**src/rtl/ntt_scheduler.sv**
```systemverilog
// ---------------------------------------------------------------------------
// ntt_scheduler
//
// Two-requester front end for a pair of NTT engines (forward and inverse).
// One operation is in flight at a time: a requester is granted in IDLE, the
// selected engine gets a one-cycle start pulse, the scheduler waits for a
// rising edge on that engine's done level (or a timeout), then reports the
// result with a one-cycle completion strobe. Contention between requesters
// is resolved round-robin.
//
// Parameters
//   TIMEOUT        max WAIT cycles before the operation is aborted (>= 2)
//
// Ports
//   clk            clock, rising edge
//   reset          asynchronous active-high reset
//   req_valid[1:0] per-requester request (held until accepted)
//   req_op[1:0]    per-requester op: 0 = forward NTT, 1 = inverse NTT
//   req_ready[1:0] per-requester accept strobe (combinational, IDLE only)
//   ntt_start      one-cycle start pulse, forward engine
//   ntt_done       completion level, forward engine
//   ntt_inv_start  one-cycle start pulse, inverse engine
//   ntt_inv_done   completion level, inverse engine
//   cmp_valid      one-cycle completion strobe
//   cmp_id         requester index of the completed operation
//   cmp_op         op of the completed operation
//   cmp_err        1 = operation timed out (valid with cmp_valid)
//   busy           high whenever the scheduler is not IDLE
// ---------------------------------------------------------------------------
module ntt_scheduler #(
    parameter int TIMEOUT = 1024
) (
    input  logic       clk,
    input  logic       reset,
    input  logic [1:0] req_valid,
    input  logic [1:0] req_op,
    output logic [1:0] req_ready,
    output logic       ntt_start,
    input  logic       ntt_done,
    output logic       ntt_inv_start,
    input  logic       ntt_inv_done,
    output logic       cmp_valid,
    output logic       cmp_id,
    output logic       cmp_op,
    output logic       cmp_err,
    output logic       busy
);

    localparam int            TW         = $clog2(TIMEOUT) + 1;
    localparam logic [TW-1:0] TIMER_LAST = TW'(TIMEOUT - 1);

    typedef enum logic [1:0] {
        IDLE  = 2'd0,
        START = 2'd1,
        WAIT  = 2'd2,
        CMPL  = 2'd3
    } state_t;

    state_t        state_q;
    logic          rr_ptr_q;
    logic [TW-1:0] timer_q;
    logic          id_q;
    logic          op_q;
    logic          fwd_done_prev_q;
    logic          inv_done_prev_q;
    logic          ntt_start_q;
    logic          ntt_inv_start_q;
    logic          cmp_valid_q;
    logic          cmp_id_q;
    logic          cmp_op_q;
    logic          cmp_err_q;

    logic          grant_id_d;
    logic [1:0]    req_ready_d;
    logic          accept;
    logic          done_edge;

    // Arbitration: a lone requester always wins; on contention rr_ptr picks.
    // req_ready is gated by reset so nothing is offered while reset is held.
    always_comb begin
        // NOTE: every signal gets a default before any branch so no path
        // leaves it unassigned, which would otherwise infer a latch.
        grant_id_d  = 1'b0;
        req_ready_d = 2'b00;
        case (req_valid)
            2'b10:   grant_id_d = 1'b1;
            2'b11:   grant_id_d = rr_ptr_q;
            default: grant_id_d = 1'b0;
        endcase
        if (state_q == IDLE && !reset && req_valid != 2'b00) begin
            req_ready_d = grant_id_d ? 2'b10 : 2'b01;
        end
    end

    assign accept = |(req_valid & req_ready_d);

    // Only the engine chosen by the latched op can complete the operation;
    // a level that was already high on the previous cycle is not an edge.
    assign done_edge = op_q ? (ntt_inv_done & ~inv_done_prev_q)
                            : (ntt_done     & ~fwd_done_prev_q);

    always_ff @(posedge clk or posedge reset) begin
        if (reset) begin
            // NOTE: every register here is control state, so all of them are
            // cleared by the asynchronous reset; an aborted operation leaves
            // nothing behind that could restart or report it.
            state_q         <= IDLE;
            rr_ptr_q        <= 1'b0;
            timer_q         <= '0;
            id_q            <= 1'b0;
            op_q            <= 1'b0;
            fwd_done_prev_q <= 1'b0;
            inv_done_prev_q <= 1'b0;
            ntt_start_q     <= 1'b0;
            ntt_inv_start_q <= 1'b0;
            cmp_valid_q     <= 1'b0;
            cmp_id_q        <= 1'b0;
            cmp_op_q        <= 1'b0;
            cmp_err_q       <= 1'b0;
        end else begin
            // NOTE: non-blocking assignments throughout, so every register
            // samples the pre-edge values regardless of statement order.
            fwd_done_prev_q <= ntt_done;
            inv_done_prev_q <= ntt_inv_done;

            // Pulse outputs default low; the transitions below raise them
            // for exactly the one cycle they belong to.
            ntt_start_q     <= 1'b0;
            ntt_inv_start_q <= 1'b0;
            cmp_valid_q     <= 1'b0;
            cmp_id_q        <= 1'b0;
            cmp_op_q        <= 1'b0;
            cmp_err_q       <= 1'b0;

            case (state_q)
                IDLE: begin
                    if (accept) begin
                        id_q            <= grant_id_d;
                        op_q            <= req_op[grant_id_d];
                        ntt_start_q     <= ~req_op[grant_id_d];
                        ntt_inv_start_q <= req_op[grant_id_d];
                        state_q         <= START;
                    end
                end

                START: begin
                    timer_q <= '0;
                    state_q <= WAIT;
                end

                WAIT: begin
                    timer_q <= timer_q + TW'(1);
                    // Completion is tested first so it wins over a timeout
                    // landing in the same cycle.
                    if (done_edge) begin
                        cmp_valid_q <= 1'b1;
                        cmp_id_q    <= id_q;
                        cmp_op_q    <= op_q;
                        cmp_err_q   <= 1'b0;
                        state_q     <= CMPL;
                    end else if (timer_q == TIMER_LAST) begin
                        cmp_valid_q <= 1'b1;
                        cmp_id_q    <= id_q;
                        cmp_op_q    <= op_q;
                        cmp_err_q   <= 1'b1;
                        state_q     <= CMPL;
                    end
                end

                CMPL: begin
                    // Point at the other requester so it wins the next tie.
                    rr_ptr_q <= ~id_q;
                    state_q  <= IDLE;
                end

                default: state_q <= IDLE;
            endcase
        end
    end

    assign req_ready     = req_ready_d;
    assign ntt_start     = ntt_start_q;
    assign ntt_inv_start = ntt_inv_start_q;
    assign cmp_valid     = cmp_valid_q;
    assign cmp_id        = cmp_id_q;
    assign cmp_op        = cmp_op_q;
    assign cmp_err       = cmp_err_q;
    assign busy          = (state_q != IDLE);

endmodule

```
**config.mk**
```make
export PLATFORM = sky130hd
export DESIGN_NAME = ntt_scheduler
export DESIGN_NICKNAME = d
export VERILOG_FILES = /design/src/rtl/ntt_scheduler.sv
export SDC_FILE = /design/constraint.sdc
export NUM_CORES = 1
export LEC_CHECK = 0
export BUFFER_PORTS_ARGS = -buffer_cell sky130_fd_sc_hd__buf_4
export CORE_MARGIN = 2
export CORE_UTILIZATION = 40
export CTS_BUF_LIST = sky130_fd_sc_hd__clkbuf_8 sky130_fd_sc_hd__clkbuf_16
export CTS_CLUSTER_SIZE = 20
export DETAILED_ROUTE_END_ITERATION = 7
export HOLD_SLACK_MARGIN = 0.15
export PLACE_DENSITY = 0.59
export SLEW_MARGIN = 20
export SYNTH_ARGS = -nofsm -noshare
export SYNTH_HDL_FRONTEND = slang
export SYNTH_SLANG_ARGS = --single-unit
```
**constraint.sdc**
```tcl
create_clock -name clk -period 1.85 [get_ports clk]
set_input_delay 0.37 -clock clk [delete_from_list [all_inputs] [get_ports clk]]
set_output_delay 0.37 -clock clk [all_outputs]
set_load 0.005 [all_outputs]
```
## Word-level counts from Yosys, hierarchy flattened

Index checks and enable logic that the tools add are counted.

- Add/sub/neg operators: 1
- Magnitude comparators: 1
- Equality and inequality tests: 8
- Muxes and demuxes: 26
- Bitwise operators: 7
- Reduce and logical (&&, ||, !) cells: 10

Operators with widths:

| cell | number |
|---|---|
| one-hot mux 11 bit (2 select lines) | 1 |
| 2-to-1 mux 1 bit | 18 |
| adder 11 x 1 -> 11 bit (second input constant) | 1 |
| == test 11 x 10 -> 1 bit (second input constant) | 1 |
| 2-to-1 mux 2 bit | 5 |
| == test 2 bit (second input constant) | 4 |
| one-hot mux 2 bit (4 select lines) | 1 |
| nonzero test 2 bit | 3 |
| NOT 1 bit | 4 |
| AND reduction 2 bit | 2 |
| inequality test 3 bit (second input constant) | 1 |
| bitwise AND 1 bit | 2 |
| bitwise AND 2 bit | 1 |
| == test 2 x 1 -> 1 bit (second input constant) | 1 |
| logical AND 1 bit | 2 |
| logical NOT 2 bit | 1 |
| less-than comparator 1 x 2 -> 1 bit (second input constant) | 1 |
| inequality test 2 bit (second input constant) | 1 |
| one-hot mux 1 bit (2 select lines) | 1 |
| OR reduction 2 bit | 1 |
| logical NOT 1 bit | 1 |

- Word-level logic and storage cells: 66
- Output and inout port bits: 9
- Register bits after elaboration: 24

## Logic depth before layout (Yosys ltp)

Gate-level depths: netlist of run 1.

- Depth in word-level cells: 8
- Depth in mapped cells: 7
- Depth with buffers taken out: 6

## Least setup slack after synthesis of run 1

Ideal clock, no wire load.

- Path type: register to output
- Start: reg state_q[0]
- End: out req_ready[1]
- Stages on the path, launching flop included: 7
- Required time: 1.480 ns
- Setup slack: 0.158 ns
- Data arrival time: 1.322 ns
- Path through: dfrtp_1 -> inv_1 -> ha_1 -> inv_1 -> or3_1 -> clkbuf_1 -> nor2_1

- Cells in the longest elaborated chain, start to end: 4

RTL lines:

| item | RTL line | source |
|---|---|---|
| start: declaration | 59 | `state_t state_q;` |
| start signal: assignment | 107 | `state_q <= IDLE;` |
| start signal: assignment | 142 | `state_q <= START;` |
| start signal: assignment | 148 | `state_q <= WAIT;` |
| logical NOT 2 bit | 90 | `if (state_q == IDLE && !reset && req_valid != 2'b00) begin` |
| logical AND 1 bit (2 in series) | 90 |  |
| 2-to-1 mux 2 bit | 90 |  |
| end: declaration | 37 | `output logic [1:0] req_ready,` |

Every way passes these cells.

## Worst setup path in the final report of run 1

- Start: reg state_q[1]
- End: out req_ready[0]

The elaborated chain is that of the path after synthesis.

==> impl_metrics.ini, run 1 <==
[status]
status = complete, but fails checks
violations = setup timing

[pwr]
sw_frac_of_total = 0.327
p_clk_frac = 0.233
p_leak_nw = 0.706
ir_drop_mv = 1.21
p_int_mw = 1.30
seqPwrFrac = 0.353
switchingPower_mw = 0.630
comb_power_share = 0.414
powerDensity_mw_per_mm2 = 1310

[detailed_routing]
ant_nets = 0
routed-via-count = 852
drt_iter0_markers = 24
post_drt_wl_per_cell_um = 13.3
dr.pass1.iters = 4
drc = 0
post_drt_via_cell_ratio = 5.01
drt_wl_total_mm = 2.26

[sta]
slew_violations = 0
finalCritPeriodShare = 1.03
worstMarginPinSlew_ns = 0.559
rsz0062_at_grt = yes
maxClockFrequency_mhz = 525
hold_viol = 0
period_minus_slack_ns = 1.91
slew_headroom = 0.623
holdWs_ns = 0.163
setup-violations-final = 2
timing.final.ws_setup_ns = -0.0558
skew_ns = 0.00333

[die]
die_w_um = 57.7
dieArea_mm2 = 0.00333
core_area_mm2 = 0.00276
die_h_um = 57.7
row_count = 19
io_pins = 17
start_util = 0.418

[clock_network]
root_buffer = clkbuf_8
cts_tree = built
clockBufferDepth = 2
postCtsHoldBufs = 0
cts_made_buffers = 3
h-tree-depth = 1
worstSkewPairLatency_ns = 0.26
path_clk_slew_ns = 0.08
cts_num_sinks = 24

[placed_design]
pre_cts_slack_ns = 0.0466
dp_cells = 161
dpl.hpwl_mm = 1.61
portBuffers = 16
gp_congestion = 0.774

[job]
cap_violations = 0

[cells_and_area]
syn2layout_area_growth_pct = 27.2
drive_above_1_share = 0.295
nets = 153
instances_no_fill = 170
n_antenna_cell = 0

[synthesis]
synth_area_leaders = dfrtp_1 (52%), ha_1 (5.4%), inv_1 (4.6%), o21ai_0 (3.5%), nor2_1 (3.3%)
post-synth-top-area-fraction = 0.521
synth-async-reset-ratio = 1.00
syn_area_mm2 = 0.00115
synthCells = 113
yosysUniqueCellTypes = 28
synth_top_flop_cell = dfrtp_1
synth.most_common_cell = dfrtp_1
ys_ff_latch = 24
avgSynthCellArea_um2 = 10.2
synth_common_cells = dfrtp_1 (24), inv_1 (14), nor2_1 (10)
ys_warn_count = 0
synth_edf_count = 0
syn-num-nets = 126
yosys.area.top_type = dfrtp_1
seq_area_frac_synth = 0.521

[global_route]
grt_usage = 0.149
antenna_found_initial = 0
grt_pass1_wl_mm = 3.80
grt_max_degree = 25
grt-ovfl-total = 0
first_global_vias = 847

[min_path]
hp-class = input port to asynchronous set/reset pin

[critical_path]
cp.arrival_ns = 1.54
worstSetupPathType = flip-flop to output port
cp-end-kind = output port
required_ns = 1.48
critPathMaxFanout = 4
start_kind = flip-flop
[layout make-up]
class | count | area [um2]
well taps | 31 | 38.8
clock inverters | 1 | 30.0
multi-input cells | 72 | 513
fillers | 252 | 1290
flip-flops and latches | 24 | 601
inverters | 14 | 52.6
repair buffers | 25 | 191
clock buffers | 3 | 41.3
[state kept, by name, summed over array words and instances, names as in the netlist]
register / cells
cmp_err: 1
cmp_id: 1
cmp_op: 1
cmp_valid: 1
fwd_done_prev_q: 1
id_q: 1
inv_done_prev_q: 1
ntt_inv_start: 1
ntt_start: 1
op_q: 1
rr_ptr_q: 1
state_q: 2
timer_q: 11
[worst paths after layout]
path                         startpoint              end  slack [ns]  cells after the start
min in group clk           ntt_inv_done  inv_done_prev_q        0.22                      1
hold / removal                    reset  inv_done_prev_q        0.16                      3
setup reg to reg             timer_q[0]       state_q[1]        0.20                      5
hold reg to reg                    id_q             id_q        0.49                      1
max in group asynchronous         reset       timer_q[3]        1.45                      3
setup / recovery             state_q[1]     req_ready[0]       -0.06                      6
[timing repair]
item,4_1_cts,5_1_grt
buffers inserted,4,1
pin swaps,3,1
endpoints found under the setup margin,2,2
resized for setup,9,0
[power by group through the flow]
stage,sequential [mW],combinational [mW],clock [mW]
final,0.681,0.798,0.449
after detailed placement,0.693,0.659,0
after global placement,0.686,0.644,0
after global routing,0.693,0.900,0.478
after floorplan,0.681,0.443,0
after CTS,0.679,0.782,0.464
[per-stage QoR]
step | area, um2 | utilization | TNS, ns | power [mW]
2_1_floorplan | 1150 | - | 0 | 1.12
3_3_place_gp | 1330 | 0.482 | 0 | 1.33
3_5_place_dp | 1330 | 0.482 | 0 | 1.35
4_1_cts | 1460 | 0.529 | -0.123 | 1.92
5_1_grt | 1470 | 0.532 | -0.291 | 2.07
6_report | 1470 | 0.532 | -0.106 | 1.93
[placed cells by master (no fill, tap or decap), types with 2 or more instances in the layout]
cell type,n
nor2b_1,4
inv_1,11
nand4_2,2
buf_4,24
a21oi_1,3
nor4_1,2
nor2_1,9
o21ai_0,8
xnor2_1,4
nor3_1,3
nand3_1,5
clkbuf_8,3
ha_1,4
a21o_1,2
mux2i_1,3
nand2_1,7
o22ai_1,2
or3_1,2
inv_2,3
dfrtp_1,24
[critical path: stages, from the launching register on]
cell     delay [ns]
dfrtp_1        0.40
inv_2          0.09
ha_4           0.13
inv_2          0.03
or3_4          0.39
nor2b_1        0.12
buf_4          0.11
[layer usage]
metal / up-vias / GRT usage / part of all wire
li1: 432 / - / -
met1: 412 / 0.201 / 0.48
met2: 6 / 0.235 / 0.49
met3: 2 / 0.0491 / 0.026
met4: 0 / 0.0299 / 0.0075
met5: - / 0 / 0
[cells by family (layout without fill, tap and decap cells)]
| family | after synthesis | count (layout) | synth area share |
|---|---|---|---|
| AOI/OAI and AO/OA | 18 | 18 | 0.0933 |
| xor gates and xnor gates | 4 | 4 | 0.0304 |
| adders and majority gates | 5 | 5 | 0.0542 |
| buffers and inverters | 17 | 43 | 0.0564 |
| DFF | 24 | 24 | 0.521 |
| muxes | 5 | 5 | 0.0488 |
| and+or+nand+nor | 40 | 40 | 0.196 |
No activity file was read; power rests on OpenSTA's default activity.
==> run 2: changes to the inputs <==
--- a/config.mk
+++ b/config.mk
@@ -8,4 +8,7 @@
 export BUFFER_PORTS_ARGS = -buffer_cell sky130_fd_sc_hd__buf_4
+export CELL_PAD_IN_SITES_DETAIL_PLACEMENT = 0
+export CELL_PAD_IN_SITES_GLOBAL_PLACEMENT = 2
+export CORE_ASPECT_RATIO = 1.2
 export CORE_MARGIN = 2
-export CORE_UTILIZATION = 40
+export CORE_UTILIZATION = 35
 export CTS_BUF_LIST = sky130_fd_sc_hd__clkbuf_8 sky130_fd_sc_hd__clkbuf_16
@@ -14,3 +17,3 @@
 export HOLD_SLACK_MARGIN = 0.15
-export PLACE_DENSITY = 0.59
+export PLACE_DENSITY = 0.77
 export SLEW_MARGIN = 20
==> constraint.sdc (replaced) <==
create_clock -name clk -period 1.85 [get_ports clk]
set_input_delay 0.0925 -clock clk [delete_from_list [all_inputs] [get_ports clk]]
set_output_delay 0.0925 -clock clk [all_outputs]
set_load 0.005 [all_outputs]
==> impl_metrics.ini, run 2 (synthesis gave the netlist of run 1 again) <==
[global_route]
antenna_found_initial = 0
grt_pass1_wl_mm = 3.94
grt_usage = 0.137
grt-ovfl-total = 0
first_global_vias = 871
grt_max_degree = 24

[cells_and_area]
final_common_cell = dfrtp_1
nets = 155
n_antenna_cell = 0
syn2layout_area_growth_pct = 28.7
mostFrequentLayoutCells = dfrtp_1 (24), buf_4 (22), inv_1 (13), nor2_1 (9), o21ai_0 (8)
regMostFlops = timer_q
largest_registers = timer_q (11), state_q (2)
largest_reg_flops = 11
nFillCells = 301
final_util = 0.477
drive_above_1_share = 0.248

[sta]
timing.final.ws_setup_ns = 0.0932
fin_setup_tns_ns = 0
maxClockFrequency_mhz = 569
rsz0062_at_grt = no
hold_viol = 0
worstMarginPinSlew_ns = 0.584
setup-violations-final = 0
skew_ns = 0.00320
slew_violations = 0
period_minus_slack_ns = 1.76
finalCritPeriodShare = 0.950
slew_headroom = 0.606

[critical_path]
crit_path_max_incr_delay_ns = 0.42
crit_chain = inv_2, ha_1, inv_1, or3_4, nor2_4, buf_4
reg2regPathDepth = 5
cp_slowest_cell = or3_4
critPathMaxFanout = 6
worstSetupPathType = flip-flop to output port
start_kind = flip-flop
required_ns = 1.76
cp-end-kind = output port
reg2reg_to = state_q[1]
r2r_start = timer_q[0]
cp.arrival_ns = 1.66
r2r_slack_ns = 0.23
cp-endpoint = req_ready[1]
crit_start = state_q[0]

[detailed_routing]
drt_iter0_markers = 17
drt_wl_total_mm = 2.18
drc = 0
routed-via-count = 842
post_drt_via_cell_ratio = 4.76
post_drt_wl_per_cell_um = 12.3
ant_nets = 0
dr.pass1.iters = 4

[die]
core_area_mm2 = 0.00311
die_w_um = 56.4
start_util = 0.371
io_pins = 17
row_count = 22
dieArea_mm2 = 0.00377
die_h_um = 66.9

[clock_network]
worstSkewPairLatency_ns = 0.27
root_buffer = clkbuf_8
cts_num_sinks = 24
cts_made_buffers = 3
clockBufferDepth = 2
h-tree-depth = 1
cts_tree = built
path_clk_slew_ns = 0.08

[placed_design]
portBuffers = 16
dpl.hpwl_mm = 1.61
pre_cts_slack_ns = 0.192
gp_congestion = 0.752

[pwr]
p_leak_nw = 0.714
powerDensity_mw_per_mm2 = 1240
ir_drop_mv = 0.551

[status]
status = finished, final reports clean

[job]
cap_violations = 0

[min_path]
hp-class = input port to asynchronous set/reset pin
run 2: cell types whose count changed in the layout (fill, tap and decap cells not counted), moves of 2 or more:
cell | before | now
inv_2 | 3 | 1
buf_4 | 24 | 22
inv_1 | 11 | 13
dlygate4sd3_1 | 0 | 5
run 2: critical path: cells and delay by family (launching register included):
kind                       cells  cell delay (ns)
adders and majority gates      1             0.18
buffers and inverters          3             0.27
DFF                            1             0.40
and+or+nand+nor                2             0.55
run 2: worst min-delay path by stage:
stage,from,end,slack [ns],cells past startpoint
after floorplan,reset,cmp_err,0.11,1
after global placement,reset,rr_ptr_q,-0.04,2
after detailed placement,reset,rr_ptr_q,-0.04,2
after CTS,reset,rr_ptr_q,0.23,3
after global routing,reset,rr_ptr_q,0.25,3
final,reset,rr_ptr_q,0.24,3
run 2: layer usage:
layer  vias to the layer above  GRT usage  wire (um)
met4                         0     0.0625         32
li1                        434          -          -
met5                         -          0          0
met1                       387      0.157        924
met2                        17      0.249       1140
met3                         4     0.0233         84
run 2: cell type report:
type	count	area, um2	area share
clock inverter	1	30.0	0.0202
timing repair buffer	27	215	0.145
tap	36	45.0	0.0303
multi-input combinational	72	500	0.337
sequential	24	601	0.404
clock buffer	3	41.3	0.0278
inverter	14	52.6	0.0354
run 2: what timing repair did:
item / 4_1_cts / 5_1_grt
setup buffers: 0 / 3
hold buffers: 5 / 0
gates resized for setup: 2 / 2
setup endpoints to repair: 2 / 2
hold endpoints to repair: 28 / 0
pin swaps: 0 / 0
run 2: power breakdown:
group          internal (mW)  switching, mW
combinational          0.340          0.354
clock                  0.289          0.168
sequential             0.617         0.0665
total                   1.25          0.588
run 2: per-stage QoR:
stage / total power, mW / std cells / instance area, um2 / hold WS (ns)
after floorplan: 1.12 / 113 / 1150 / 0.107
after global placement: 1.33 / 165 / 1330 / -0.0383
after detailed placement: 1.34 / 165 / 1330 / -0.0377
after CTS: 1.82 / 174 / 1460 / 0.229
after global routing: 1.98 / 177 / 1490 / 0.248
final: 1.83 / 177 / 1490 / 0.235
